### config.mk
export PLATFORM = sky130hd
export DESIGN_NAME = cpu_ctrl_fsm_flat
export DESIGN_NICKNAME = d
export VERILOG_FILES = /design/src/rtl/cpu_ctrl_fsm_pkg.sv /design/src/rtl/cpu_ctrl_fsm_if.sv /design/src/rtl/cpu_ctrl_fsm_opdec.sv /design/src/rtl/cpu_ctrl_fsm.sv /design/src/flat_wrapper.sv
export SDC_FILE = /design/constraint.sdc
export NUM_CORES = 1
export LEC_CHECK = 0
export CAP_MARGIN = 40
export CORE_AREA = 2 2 39 41
export CTS_CLUSTER_SIZE = 8
export DETAILED_ROUTE_END_ITERATION = 8
export DIE_AREA = 0 0 41 43
export DONT_BUFFER_PORTS = 1
export PLACE_DENSITY_LB_ADDON = 0.12
export SLEW_MARGIN = 10
export SYNTH_ARGS = -nofsm -noshare
export SYNTH_HDL_FRONTEND = slang
export SYNTH_SLANG_ARGS = --single-unit
### constraint.sdc
create_clock -name i_clk -period 2.7 [get_ports i_clk]
set_input_delay 0.405 -clock i_clk [delete_from_list [all_inputs] [get_ports i_clk]]
set_output_delay 0.405 -clock i_clk [all_outputs]
set_load 0.03 [all_outputs]
### src/rtl/cpu_ctrl_fsm_pkg.sv
// Shared encodings for the multi-cycle RV32I control sequencer: states, opcodes,
// instruction classes and datapath select codes.
package cpu_ctrl_fsm_pkg;

  typedef enum logic [2:0] {
    ST_FETCH  = 3'd0,
    ST_DECODE = 3'd1,
    ST_EXEC   = 3'd2,
    ST_MEM    = 3'd3,
    ST_WB     = 3'd4,
    ST_TRAP   = 3'd5
  } state_t;

  localparam logic [6:0] OPC_OP     = 7'b0110011;
  localparam logic [6:0] OPC_OP_IMM = 7'b0010011;
  localparam logic [6:0] OPC_LOAD   = 7'b0000011;
  localparam logic [6:0] OPC_STORE  = 7'b0100011;
  localparam logic [6:0] OPC_BRANCH = 7'b1100011;
  localparam logic [6:0] OPC_JAL    = 7'b1101111;
  localparam logic [6:0] OPC_JALR   = 7'b1100111;
  localparam logic [6:0] OPC_LUI    = 7'b0110111;
  localparam logic [6:0] OPC_AUIPC  = 7'b0010111;
  localparam logic [6:0] OPC_FENCE  = 7'b0001111;
  localparam logic [6:0] OPC_SYSTEM = 7'b1110011;

  // NONE sits at zero so the select bus is all-zero while fetching and in reset
  localparam logic [2:0] IMM_TYPE_NONE = 3'd0;
  localparam logic [2:0] IMM_TYPE_I    = 3'd1;
  localparam logic [2:0] IMM_TYPE_S    = 3'd2;
  localparam logic [2:0] IMM_TYPE_B    = 3'd3;
  localparam logic [2:0] IMM_TYPE_U    = 3'd4;
  localparam logic [2:0] IMM_TYPE_J    = 3'd5;

  localparam logic [1:0] PC_SEL_PC4  = 2'd0;
  localparam logic [1:0] PC_SEL_ALU  = 2'd1;
  localparam logic [1:0] PC_SEL_JALR = 2'd2;

  localparam logic [1:0] WB_SEL_ALU = 2'd0;
  localparam logic [1:0] WB_SEL_MEM = 2'd1;
  localparam logic [1:0] WB_SEL_PC4 = 2'd2;
  localparam logic [1:0] WB_SEL_IMM = 2'd3;

  typedef enum logic [3:0] {
    CLS_NONE, CLS_OP, CLS_OP_IMM, CLS_LOAD, CLS_STORE, CLS_BRANCH,
    CLS_JAL, CLS_JALR, CLS_LUI, CLS_AUIPC, CLS_FENCE
  } op_class_t;

  function automatic logic [2:0] imm_type_of(input op_class_t cls);
    case (cls)
      CLS_OP_IMM, CLS_LOAD, CLS_JALR: imm_type_of = IMM_TYPE_I;
      CLS_STORE:                      imm_type_of = IMM_TYPE_S;
      CLS_BRANCH:                     imm_type_of = IMM_TYPE_B;
      CLS_LUI, CLS_AUIPC:             imm_type_of = IMM_TYPE_U;
      CLS_JAL:                        imm_type_of = IMM_TYPE_J;
      default:                        imm_type_of = IMM_TYPE_NONE;
    endcase
  endfunction

endpackage

### src/rtl/cpu_ctrl_fsm_if.sv
// Control/datapath/memory bundle of the sequencer. The sequencer is the master;
// the datapath and memory port sit on the slave side.
interface cpu_ctrl_fsm_if;
  logic [31:0] i_inst;
  logic        i_br_taken;
  logic        i_mem_ack;
  logic        o_mem_req;
  logic        o_mem_we;
  logic        o_mem_addr_sel;
  logic        o_ir_we;
  logic [2:0]  o_imm_type;
  logic        o_alu_a_pc;
  logic        o_alu_b_imm;
  logic        o_pc_we;
  logic [1:0]  o_pc_sel;
  logic        o_rf_we;
  logic [1:0]  o_wb_sel;
  logic        o_retire;
  logic        o_illegal;

  modport master (
    input  i_inst, i_br_taken, i_mem_ack,
    output o_mem_req, o_mem_we, o_mem_addr_sel, o_ir_we, o_imm_type,
           o_alu_a_pc, o_alu_b_imm, o_pc_we, o_pc_sel, o_rf_we, o_wb_sel,
           o_retire, o_illegal
  );

  modport slave (
    output i_inst, i_br_taken, i_mem_ack,
    input  o_mem_req, o_mem_we, o_mem_addr_sel, o_ir_we, o_imm_type,
           o_alu_a_pc, o_alu_b_imm, o_pc_we, o_pc_sel, o_rf_we, o_wb_sel,
           o_retire, o_illegal
  );
endinterface

### src/rtl/cpu_ctrl_fsm_opdec.sv
// Combinational opcode/funct3 classifier: instruction class plus legal flag,
// consumed unregistered by the sequencer.
module cpu_ctrl_fsm_opdec
  import cpu_ctrl_fsm_pkg::*;
(
  input  logic [31:0] inst,
  output op_class_t   cls,
  output logic        legal
);

  logic [6:0] opcode;
  logic [2:0] funct3;
  logic       unused_fields;

  assign opcode        = inst[6:0];
  assign funct3        = inst[14:12];
  assign unused_fields = ^{inst[31:15], inst[11:7]};

  // Full 7-bit opcode match also rejects compressed encodings (inst[1:0] != 2'b11)
  always_comb begin
    cls   = CLS_NONE;
    legal = 1'b0;
    case (opcode)
      OPC_OP:     begin cls = CLS_OP;     legal = 1'b1; end
      OPC_OP_IMM: begin cls = CLS_OP_IMM; legal = 1'b1; end
      OPC_LOAD:   begin cls = CLS_LOAD;   legal = (funct3 != 3'd3) && (funct3 < 3'd6); end
      OPC_STORE:  begin cls = CLS_STORE;  legal = (funct3 < 3'd3); end
      OPC_BRANCH: begin cls = CLS_BRANCH; legal = (funct3 != 3'd2) && (funct3 != 3'd3); end
      OPC_JAL:    begin cls = CLS_JAL;    legal = 1'b1; end
      OPC_JALR:   begin cls = CLS_JALR;   legal = (funct3 == 3'd0); end
      OPC_LUI:    begin cls = CLS_LUI;    legal = 1'b1; end
      OPC_AUIPC:  begin cls = CLS_AUIPC;  legal = 1'b1; end
      OPC_FENCE:  begin cls = CLS_FENCE;  legal = 1'b1; end
      OPC_SYSTEM: begin cls = CLS_NONE;   legal = 1'b0; end
      default:    begin cls = CLS_NONE;   legal = 1'b0; end
    endcase
  end

endmodule

### src/rtl/cpu_ctrl_fsm.sv
// Multi-cycle FETCH/DECODE/EXEC/MEM/WB sequencer for the single-ported RV32I core;
// drives all datapath selects/enables and parks in TRAP on illegal encodings.
module cpu_ctrl_fsm
  import cpu_ctrl_fsm_pkg::*;
(
  input logic           i_clk,
  input logic           i_rst,
  cpu_ctrl_fsm_if.master bus
);

  state_t    state;
  state_t    state_nxt;
  logic      run;
  op_class_t cls;
  logic      legal;
  logic      sel_valid;

  cpu_ctrl_fsm_opdec u_opdec (
    .inst  (bus.i_inst),
    .cls   (cls),
    .legal (legal)
  );

  // run holds off the first request until the first edge after reset release
  always_ff @(posedge i_clk or posedge i_rst) begin
    if (i_rst) begin
      state <= ST_FETCH;
      run   <= 1'b0;
    end else begin
      state <= state_nxt;
      run   <= 1'b1;
    end
  end

  assign sel_valid = (state != ST_FETCH) && (state != ST_TRAP);

  always_comb begin
    state_nxt          = state;
    bus.o_mem_req      = 1'b0;
    bus.o_mem_we       = 1'b0;
    bus.o_mem_addr_sel = 1'b0;
    bus.o_ir_we        = 1'b0;
    bus.o_pc_we        = 1'b0;
    bus.o_pc_sel       = PC_SEL_PC4;
    bus.o_rf_we        = 1'b0;
    bus.o_wb_sel       = WB_SEL_ALU;
    bus.o_retire       = 1'b0;
    bus.o_illegal      = 1'b0;
    bus.o_imm_type     = (state == ST_FETCH) ? IMM_TYPE_NONE : imm_type_of(cls);
    bus.o_alu_a_pc     = sel_valid && (cls inside {CLS_AUIPC, CLS_JAL, CLS_BRANCH});
    bus.o_alu_b_imm    = sel_valid && (cls != CLS_OP) && (cls != CLS_NONE);

    case (state)
      ST_FETCH: begin
        if (run) begin
          bus.o_mem_req = 1'b1;
          if (bus.i_mem_ack) begin
            bus.o_ir_we = 1'b1;
            state_nxt   = ST_DECODE;
          end
        end
      end

      ST_DECODE: state_nxt = legal ? ST_EXEC : ST_TRAP;

      ST_EXEC: begin
        case (cls)
          CLS_LOAD, CLS_STORE: state_nxt = ST_MEM;
          CLS_BRANCH: begin
            bus.o_pc_we  = 1'b1;
            bus.o_pc_sel = bus.i_br_taken ? PC_SEL_ALU : PC_SEL_PC4;
            bus.o_retire = 1'b1;
            state_nxt    = ST_FETCH;
          end
          CLS_FENCE: begin
            bus.o_pc_we  = 1'b1;
            bus.o_retire = 1'b1;
            state_nxt    = ST_FETCH;
          end
          default: state_nxt = ST_WB;
        endcase
      end

      ST_MEM: begin
        bus.o_mem_req      = 1'b1;
        bus.o_mem_addr_sel = 1'b1;
        bus.o_mem_we       = (cls == CLS_STORE);
        if (bus.i_mem_ack) begin
          if (cls == CLS_STORE) begin
            bus.o_pc_we  = 1'b1;
            bus.o_retire = 1'b1;
            state_nxt    = ST_FETCH;
          end else begin
            state_nxt = ST_WB;
          end
        end
      end

      ST_WB: begin
        bus.o_rf_we  = 1'b1;
        bus.o_pc_we  = 1'b1;
        bus.o_retire = 1'b1;
        state_nxt    = ST_FETCH;
        case (cls)
          CLS_LOAD:          bus.o_wb_sel = WB_SEL_MEM;
          CLS_JAL, CLS_JALR: bus.o_wb_sel = WB_SEL_PC4;
          CLS_LUI:           bus.o_wb_sel = WB_SEL_IMM;
          default:           bus.o_wb_sel = WB_SEL_ALU;
        endcase
        case (cls)
          CLS_JAL:  bus.o_pc_sel = PC_SEL_ALU;
          CLS_JALR: bus.o_pc_sel = PC_SEL_JALR;
          default:  bus.o_pc_sel = PC_SEL_PC4;
        endcase
      end

      ST_TRAP: bus.o_illegal = 1'b1;

      default: state_nxt = ST_FETCH;
    endcase
  end

endmodule

### src/flat_wrapper.sv
// flat-port wrapper written by rule: the top's interface ports become plain ports
module cpu_ctrl_fsm_flat import cpu_ctrl_fsm_pkg::*;
  (i_clk, i_rst, bus_i_inst, bus_i_br_taken, bus_i_mem_ack, bus_o_mem_req, bus_o_mem_we, bus_o_mem_addr_sel, bus_o_ir_we, bus_o_imm_type, bus_o_alu_a_pc, bus_o_alu_b_imm, bus_o_pc_we, bus_o_pc_sel, bus_o_rf_we, bus_o_wb_sel, bus_o_retire, bus_o_illegal);
  cpu_ctrl_fsm_if bus_i ();
  input logic i_clk;
  input logic i_rst;
  input wire logic [$bits(bus_i.i_inst)-1:0] bus_i_inst;
  input wire logic [$bits(bus_i.i_br_taken)-1:0] bus_i_br_taken;
  input wire logic [$bits(bus_i.i_mem_ack)-1:0] bus_i_mem_ack;
  output wire logic [$bits(bus_i.o_mem_req)-1:0] bus_o_mem_req;
  output wire logic [$bits(bus_i.o_mem_we)-1:0] bus_o_mem_we;
  output wire logic [$bits(bus_i.o_mem_addr_sel)-1:0] bus_o_mem_addr_sel;
  output wire logic [$bits(bus_i.o_ir_we)-1:0] bus_o_ir_we;
  output wire logic [$bits(bus_i.o_imm_type)-1:0] bus_o_imm_type;
  output wire logic [$bits(bus_i.o_alu_a_pc)-1:0] bus_o_alu_a_pc;
  output wire logic [$bits(bus_i.o_alu_b_imm)-1:0] bus_o_alu_b_imm;
  output wire logic [$bits(bus_i.o_pc_we)-1:0] bus_o_pc_we;
  output wire logic [$bits(bus_i.o_pc_sel)-1:0] bus_o_pc_sel;
  output wire logic [$bits(bus_i.o_rf_we)-1:0] bus_o_rf_we;
  output wire logic [$bits(bus_i.o_wb_sel)-1:0] bus_o_wb_sel;
  output wire logic [$bits(bus_i.o_retire)-1:0] bus_o_retire;
  output wire logic [$bits(bus_i.o_illegal)-1:0] bus_o_illegal;
  assign bus_i.i_inst = bus_i_inst;
  assign bus_i.i_br_taken = bus_i_br_taken;
  assign bus_i.i_mem_ack = bus_i_mem_ack;
  assign bus_o_mem_req = bus_i.o_mem_req;
  assign bus_o_mem_we = bus_i.o_mem_we;
  assign bus_o_mem_addr_sel = bus_i.o_mem_addr_sel;
  assign bus_o_ir_we = bus_i.o_ir_we;
  assign bus_o_imm_type = bus_i.o_imm_type;
  assign bus_o_alu_a_pc = bus_i.o_alu_a_pc;
  assign bus_o_alu_b_imm = bus_i.o_alu_b_imm;
  assign bus_o_pc_we = bus_i.o_pc_we;
  assign bus_o_pc_sel = bus_i.o_pc_sel;
  assign bus_o_rf_we = bus_i.o_rf_we;
  assign bus_o_wb_sel = bus_i.o_wb_sel;
  assign bus_o_retire = bus_i.o_retire;
  assign bus_o_illegal = bus_i.o_illegal;
  cpu_ctrl_fsm u_core (.i_clk(i_clk), .i_rst(i_rst), .bus(bus_i));
endmodule
==> metrics.md, run 1 <==
| Metric | Value |
|---|---|
| Seq cells post-synth | `4` |
| Total grt overflow | `0` |
| Sequential area share after synthesis | `14.39%` |
| Hold WC Path Type | `input port to flop` |
| Netlist cell types | `43` |
| Slew Viols, Final | `0` |
| Initial antenna violation count | `0` |
| Syn_nets | `142` |
| Sw Ratio | `53.46%` |
| Die X | `41 µm` |
| Count leader, synth | `nand2_1` |
| CP startpoint kind | `flop` |
| H-tree depth | `1` |
| First-pass GRT wire length | `2808 µm` |
| Top cells by count, synth | `13 x nand2_1, 11 x nor2_1, 7 x a21oi_1, 6 x nor3_1, 5 x inv_1` |
| Post-synth EDFFs | `0` |
| IO Port Bufs | `0` |
| Io pins | `53` |
| Clock-pin slew on the worst setup and hold paths | `0.04 ns` |
| Yosys top cell area share | `14.39%` |
| Clock buffer count from CTS | `3` |
| Critical path class | `flop to primary output` |
| Seq pwr share | `26.3%` |
| Post-route minimum period | `2.125 ns` |
| Post-route antenna net violation count | `0` |
| Vias in the first global route | `683` |
| Total wire length | `1741 µm` |
| Starting density of the core | `50.27%` |
| Clk Latency, worst-skew pair | `0.23 ns` |
| Synthesized cell area | `695.7 µm²` |
| Ranking of synthesized cells by area | `dfrtp_1 14%, nand2_1 7.0%, nor2_1 5.9%` |
| Routability Congestion | `0.8107` |
| CP delay by family, top | `flip-flops` |
| N_diodes | `0` |
| RSZ-0062 raised after global routing | `false` |
| Fillcell total | `146` |
| Largest net degree at the start of global routing | `16` |
| Cell Int Power | `0.0002094 W` |
| HPWL Detailed | `1334 µm` |
| Post-layout nets | `146` |
| CTS Sinks | `4` |
| Yosys warns | `0` |
| Vias/cell | `6.210` |
| CTS tree | `yes` |
| DRC Markers | `0` |
| Crit path max fanout | `12` |
| Largest area contributor in the netlist | `dfrtp_1` |
| Post-CTS resize count | `0` |
| Crit-path slowest cell | `dfrtp_1` |
| Final hold vios | `0` |
| Fin crit share | `78.69%` |
| Lkg Pwr | `0.3023 nW` |
| Max Freq | `470.7 MHz` |
| Core Rows | `14` |
| Max Cap Violations | `0` |
| Comb pwr share | `58.2%` |
| Die Area | `1763 µm²` |
| Tot GR Track Use | `21.92%` |
| Post-layout instance area | `754.5 µm²` |
| Sw power | `0.0002405 W` |
| Routed length per placed instance | `14.04 µm` |
| Primary FF master, synth | `dfrtp_1` |
| Total chip power | `0.0004499 W` |
| Peak VDD IR | `528.8 µV` |
| Clock buffer depth | `2` |
| Status | `complete, no violations` |
| Relative slew slack | `57.79%` |
| WP buf/inv | `2` |
| Critical Path End Type | `primary output` |
| Setup violations, final | `0` |
| Layout area overhead | `8.453%` |
| Share of cells above drive strength 1 | `13.89%` |
| Arr. time, crit path | `1.72 ns` |
| Cell area power density | `596.4 nW/µm²` |
| Core footprint | `1384 µm²` |
| Die height | `43 µm` |
| Sequential Area | `100.1 µm²` |
| Place WS | `0.8041 ns` |
| CTS root buffer | `clkbuf_4` |
| Tightest Pin Transition | `0.6352 ns` |
| Fin Setup TNS | `0 ns` |
| Final Skew | `0.001672 ns` |
| Power share of the clock group | `15.5%` |
| Placed cell areas | `721.9 µm²` |
| DR vias | `770` |
| Footprint of the multi-input gates | `523.0 µm²` |
| Req. time, crit path | `2.30 ns` |
| DRT Pass-1 Iters | `4` |
| Post-synthesis async set-or-reset flop share | `100.0%` |
| CP max stage delay | `0.49 ns` |
| CP cell instances | `nor2_1 -> nand2_1 -> inv_1 -> nand3_1 -> a21oi_1 -> buf_4` |
| Setup ws final | `0.5753 ns` |
| Syn Inst Count | `106` |
| Mean area per synthesized cell | `6.563 µm²` |
| Finished Core Util | `54.52%` |
| 1st-iter DRT viols | `12` |
layout make-up:
cell class                      count  share of cell area, %
Timing Repair Buffer                9                  9.287
Tap cell                           16                  2.653
Sequential cell                     4                  13.27
Clock buffer                        3                  2.985
Multi-Input combinational cell     87                  69.32
Inverter                            5                  2.488
metal layers:
layer  GRT usage, %  vias up  wire length [µm]  share of wire (%)
li1               -      394                 -                  -
met1          33.44      345               799                 46
met2          33.13       31               819                 47
met3          1.571        0               123                7.1
met4          4.000        0                 0                  0
met5              0        -                 0                  0
kinds of logic after synthesis:
family / synth area share (%)
simple gates: 42.99
compound gates: 27.34
buf+inv: 10.43
flops: 14.39
mux: 3.057
xor+xnor: 1.259
other cells: 0.5391
path summary, 6_finish.rpt:
check                             endpoint  cells after the start  slack [ns]            start
max                        bus_o_wb_sel[0]                      6        0.58  u_core.state[0]
min                        u_core.state[1]                      2        0.40    bus_i_inst[2]
max reg2reg                u_core.state[0]                      5        0.93  u_core.state[0]
min reg2reg                u_core.state[1]                      3        0.76  u_core.state[1]
max in group asynchronous  u_core.state[2]                      2        2.05            i_rst
min in group asynchronous  u_core.state[0]                      2        0.51            i_rst
sequential cells by signal, indices dropped and copies added (netlist names):
| signal | cells |
|---|---|
| u_core.state | 3 |
| u_core.run | 1 |
power by group through the flow:
| stage | Sequential [W] | Combinational [W] | Clock (W) |
|---|---|---|---|
| final | 0.000118 | 0.000262 | 0.0000699 |
| after global routing | 0.000122 | 0.000285 | 0.0000778 |
| after CTS | 0.000116 | 0.000263 | 0.0000735 |
| after detailed placement | 0.000117 | 0.000261 | 0 |
| after global placement | 0.000116 | 0.000260 | 0 |
| after floorplan | 0.0000845 | 0.000271 | 0 |
per-stage QoR:
step,hold slack (ns),instances
global route,0.4700,124
global placement,0.1804,120
CTS,0.4038,124
detailed placement,0.1815,120
floorplan,0.1711,106
finish,0.4027,124
timing repair:
item	CTS	global route
buffers inserted	0	0
hold endpoints to repair	4	0
hold buffers	1	0
layout by cell type (no fill, tap or decap), types with 2 or more instances in the layout:
cell,synthesis,layout
nand2_1,13,13
nor2_1,11,11
buf_4,3,8
a21oi_1,7,7
nor3_1,6,6
inv_1,5,5
or3_1,4,4
dfrtp_1,4,4
nor2b_1,3,3
o22ai_1,3,3
nand3_1,3,3
nor4_1,3,3
clkbuf_4,0,3
nand2b_1,2,2
a211oi_1,2,2
o21ai_0,2,2
and3_1,2,2
a41oi_1,2,2
No activity file was read; power rests on OpenSTA's default activity.
==> run 2, diff against run 1 <==
==> constraint.sdc (replaced) <==
create_clock -name i_clk -period 2.25 [get_ports i_clk]
set_input_delay 0.3375 -clock i_clk [delete_from_list [all_inputs] [get_ports i_clk]]
set_output_delay 0.3375 -clock i_clk [all_outputs]
set_load 0.03 [all_outputs]
==> run 2 against run 1 <==
Net effect: sequential power grew 18%; critical path type unchanged; core utilization increased by 1.1 points; count of clock-buffer cells in the layout stayed put; critical endpoint is now bus_o_retire; routed wire length fell by 0.29%; non-clock buffer count up 2; register-to-register slack got worse by 0.19 ns; critical path depth fell by 1; combinational power increased by 31%; die area unchanged; flip-flop and latch count unchanged; global-route usage down 0.61 points; final cell count rose by 1.6%.
==> metrics.md, run 2 (synthesis results as in run 1) <==
| Metric | Value |
|---|---|
| Setup violations, final | `0 (unchanged)` |
| CTS Sinks | `4 (unchanged)` |
| Critical Path End Type | `primary output` |
| Fin Setup TNS | `0 ns (unchanged)` |
| Core Rows | `14 (unchanged)` |
| Share of cells above drive strength 1 | `15.45% (+1.6 points)` |
| Finished Core Util | `55.61% (+1.1 points)` |
| Status | `complete, no violations` |
| Clock-pin slew on the worst setup and hold paths | `0.04 ns (about the same)` |
| FF-to-FF End | `u_core.state[0]` |
| Core footprint | `1384 µm² (unchanged)` |
| Worst hold stages | `2 (unchanged)` |
| WP buf/inv | `1 (-1)` |
| Lkg Pwr | `0.3124 nW (+3.4%)` |
| Tightest Pin Transition | `0.6354 ns (+0.0002608 ns)` |
| Internal reg-to-reg setup slack | `0.74 ns (-0.19 ns)` |
| Most common cell after layout, fill and taps aside | `nand2_1` |
| Worst Reg-to-Reg Cells | `5 (unchanged)` |
| CP delay by family, top | `flip-flops` |
| Slew Viols, Final | `0 (unchanged)` |
| Starting density of the core | `50.27% (unchanged)` |
| Largest net degree at the start of global routing | `16 (unchanged)` |
| Crit-path slowest cell | `dfrtp_1` |
| CP startpoint kind | `flop` |
| CTS tree | `yes` |
| Clock buffer count from CTS | `3 (unchanged)` |
| Relative slew slack | `57.77% (about the same)` |
| Crit path max fanout | `12 (unchanged)` |
| Final hold vios | `0 (unchanged)` |
| Total chip power | `0.0005657 W (+26%)` |
| RSZ-0062 raised after global routing | `false` |
| Hold WC Path Type | `input port to flop` |
| Most frequent cells in the layout | `13 x nand2_1, 11 x nor2_1, 10 x buf_4` |
| Placed cell areas | `737.0 µm² (+2.1%)` |
| Footprint of the multi-input gates | `523.0 µm² (unchanged)` |
| Total wire length | `1736 µm (-0.29%)` |
| HPWL Detailed | `1339 µm (+0.40%)` |
| CTS root buffer | `clkbuf_4` |
| Post-layout nets | `148 (+1.4%)` |
| Post-layout instance area | `769.5 µm² (+2.0%)` |
| N_diodes | `0 (unchanged)` |
| Hold Path End | `u_core.state[1]` |
| Die X | `41 µm (unchanged)` |
| Hold Crit Start | `bus_i_inst[2]` |
| Vias/cell | `6.397 (+3.0%)` |
| DRT Pass-1 Iters | `4 (unchanged)` |
| Routability Congestion | `0.8124 (+0.21%)` |
| Critical path depth | `5 (-1)` |
| Fillcell total | `145 (-0.68%)` |
| Biggest regs | `u_core.state (3), u_core.run (1)` |
| Layout area overhead | `10.61%` |
| DRC Markers | `0 (unchanged)` |
| Post-CTS resize count | `0 (unchanged)` |
| Final Skew | `0.001405 ns (-0.0002670 ns)` |
| Vias in the first global route | `673 (-1.5%)` |
| Initial antenna violation count | `0 (unchanged)` |
| First-pass GRT wire length | `2725 µm (-3.0%)` |
| Max Cap Violations | `0 (unchanged)` |
| Critical R2R Launch | `u_core.state[0]` |
| 1st-iter DRT viols | `24 (+12)` |
| CP cell instances | `nor2_1 -> and3_1 -> a41oi_1 -> o21ai_1 -> buf_4` |
| DP Cell Count | `122 (+1.7%)` |
| Clk Latency, worst-skew pair | `0.23 ns (about the same)` |
| Max Freq | `508.3 MHz` |
| Biggest register | `u_core.state` |
| Io pins | `53 (unchanged)` |
| Peak VDD IR | `668.8 µV (+26%)` |
| Sequential Area | `100.1 µm² (unchanged)` |
| Clock buffer depth | `2 (unchanged)` |
| Req. time, crit path | `1.91 ns (-0.39 ns)` |
| Max reg flops | `3 (unchanged)` |
| Final Non-Filler Cells | `126 (+1.6%)` |
| Arr. time, crit path | `1.63 ns (-0.09 ns)` |
| Die height | `43 µm (unchanged)` |
| Tot GR Track Use | `21.31% (-0.61 points)` |
| Post-route minimum period | `1.967 ns` |
| Critical path class | `flop to primary output` |
| CP max stage delay | `0.48 ns (about the same)` |
| Total grt overflow | `0 (unchanged)` |
| Cell area power density | `735.2 nW/µm² (+23%)` |
| H-tree depth | `1 (unchanged)` |
| DR vias | `806 (+4.7%)` |
| Die Area | `1763 µm² (unchanged)` |
| IO Port Bufs | `0 (unchanged)` |
| Routed length per placed instance | `13.78 µm (-1.9%)` |
| Fin crit share | `87.43%` |
| Post-route antenna net violation count | `0 (unchanged)` |
run 2: routing by layer:
metal,global-route usage [%],vias up,wire (µm),part of all wire [%]
li1,-,396,-,-
met1,33.11,370,782,45
met2,30.31,40,806,46
met3,2.094,0,146,8.4
met4,6.000,0,0,0
met5,0,-,0,0
run 2: final cells by class:
cell class                 instances  area share, %
tap                               16          2.602
multi-input combinational         87          67.97
clock buffer                       3          2.927
timing repair buffer              11          11.06
inverter                           5          2.439
sequential                         4          13.01
run 2: report_power, final:
part / switching, W / total, W / internal [W]
combinational: 0.000220 / 0.000342 / 0.000123
clock: 0.0000246 / 0.0000839 / 0.0000593
sequential: 0.0000469 / 0.000139 / 0.0000924
total: 0.000291 / 0.000566 / 0.000274
run 2: worst max-delay path by stage:
stage                          from           end
floorplan             bus_i_inst[6]  bus_o_retire
global placement      bus_i_inst[3]   bus_o_pc_we
detailed placement    bus_i_inst[3]  bus_o_retire
CTS                 u_core.state[0]  bus_o_retire
global route        u_core.state[0]   bus_o_pc_we
finish              u_core.state[0]  bus_o_retire
run 2: worst reg2reg max path, cell delays in order, from the launching register on:
cell and delay (ns):
dfrtp_1 0.52, nor3_1 0.12, and3_1 0.31, a21o_1 0.20
a31oi_1 0.13, nand3_1 0.09
run 2: stage by stage:
| stage | setup slack, ns | hold slack [ns] |
|---|---|---|
| global route | 0.1503 | 0.3707 |
| floorplan | 0.08421 | 0.1036 |
| detailed placement | 0.4538 | 0.1140 |
| finish | 0.2828 | 0.3388 |
| CTS | 0.2730 | 0.3357 |
| global placement | 0.4794 | 0.1129 |
run 2: what timing repair did:
action,4_1_cts,5_1_grt
hold buffers,1,0
hold endpoints to repair,4,0
buffers inserted,0,0
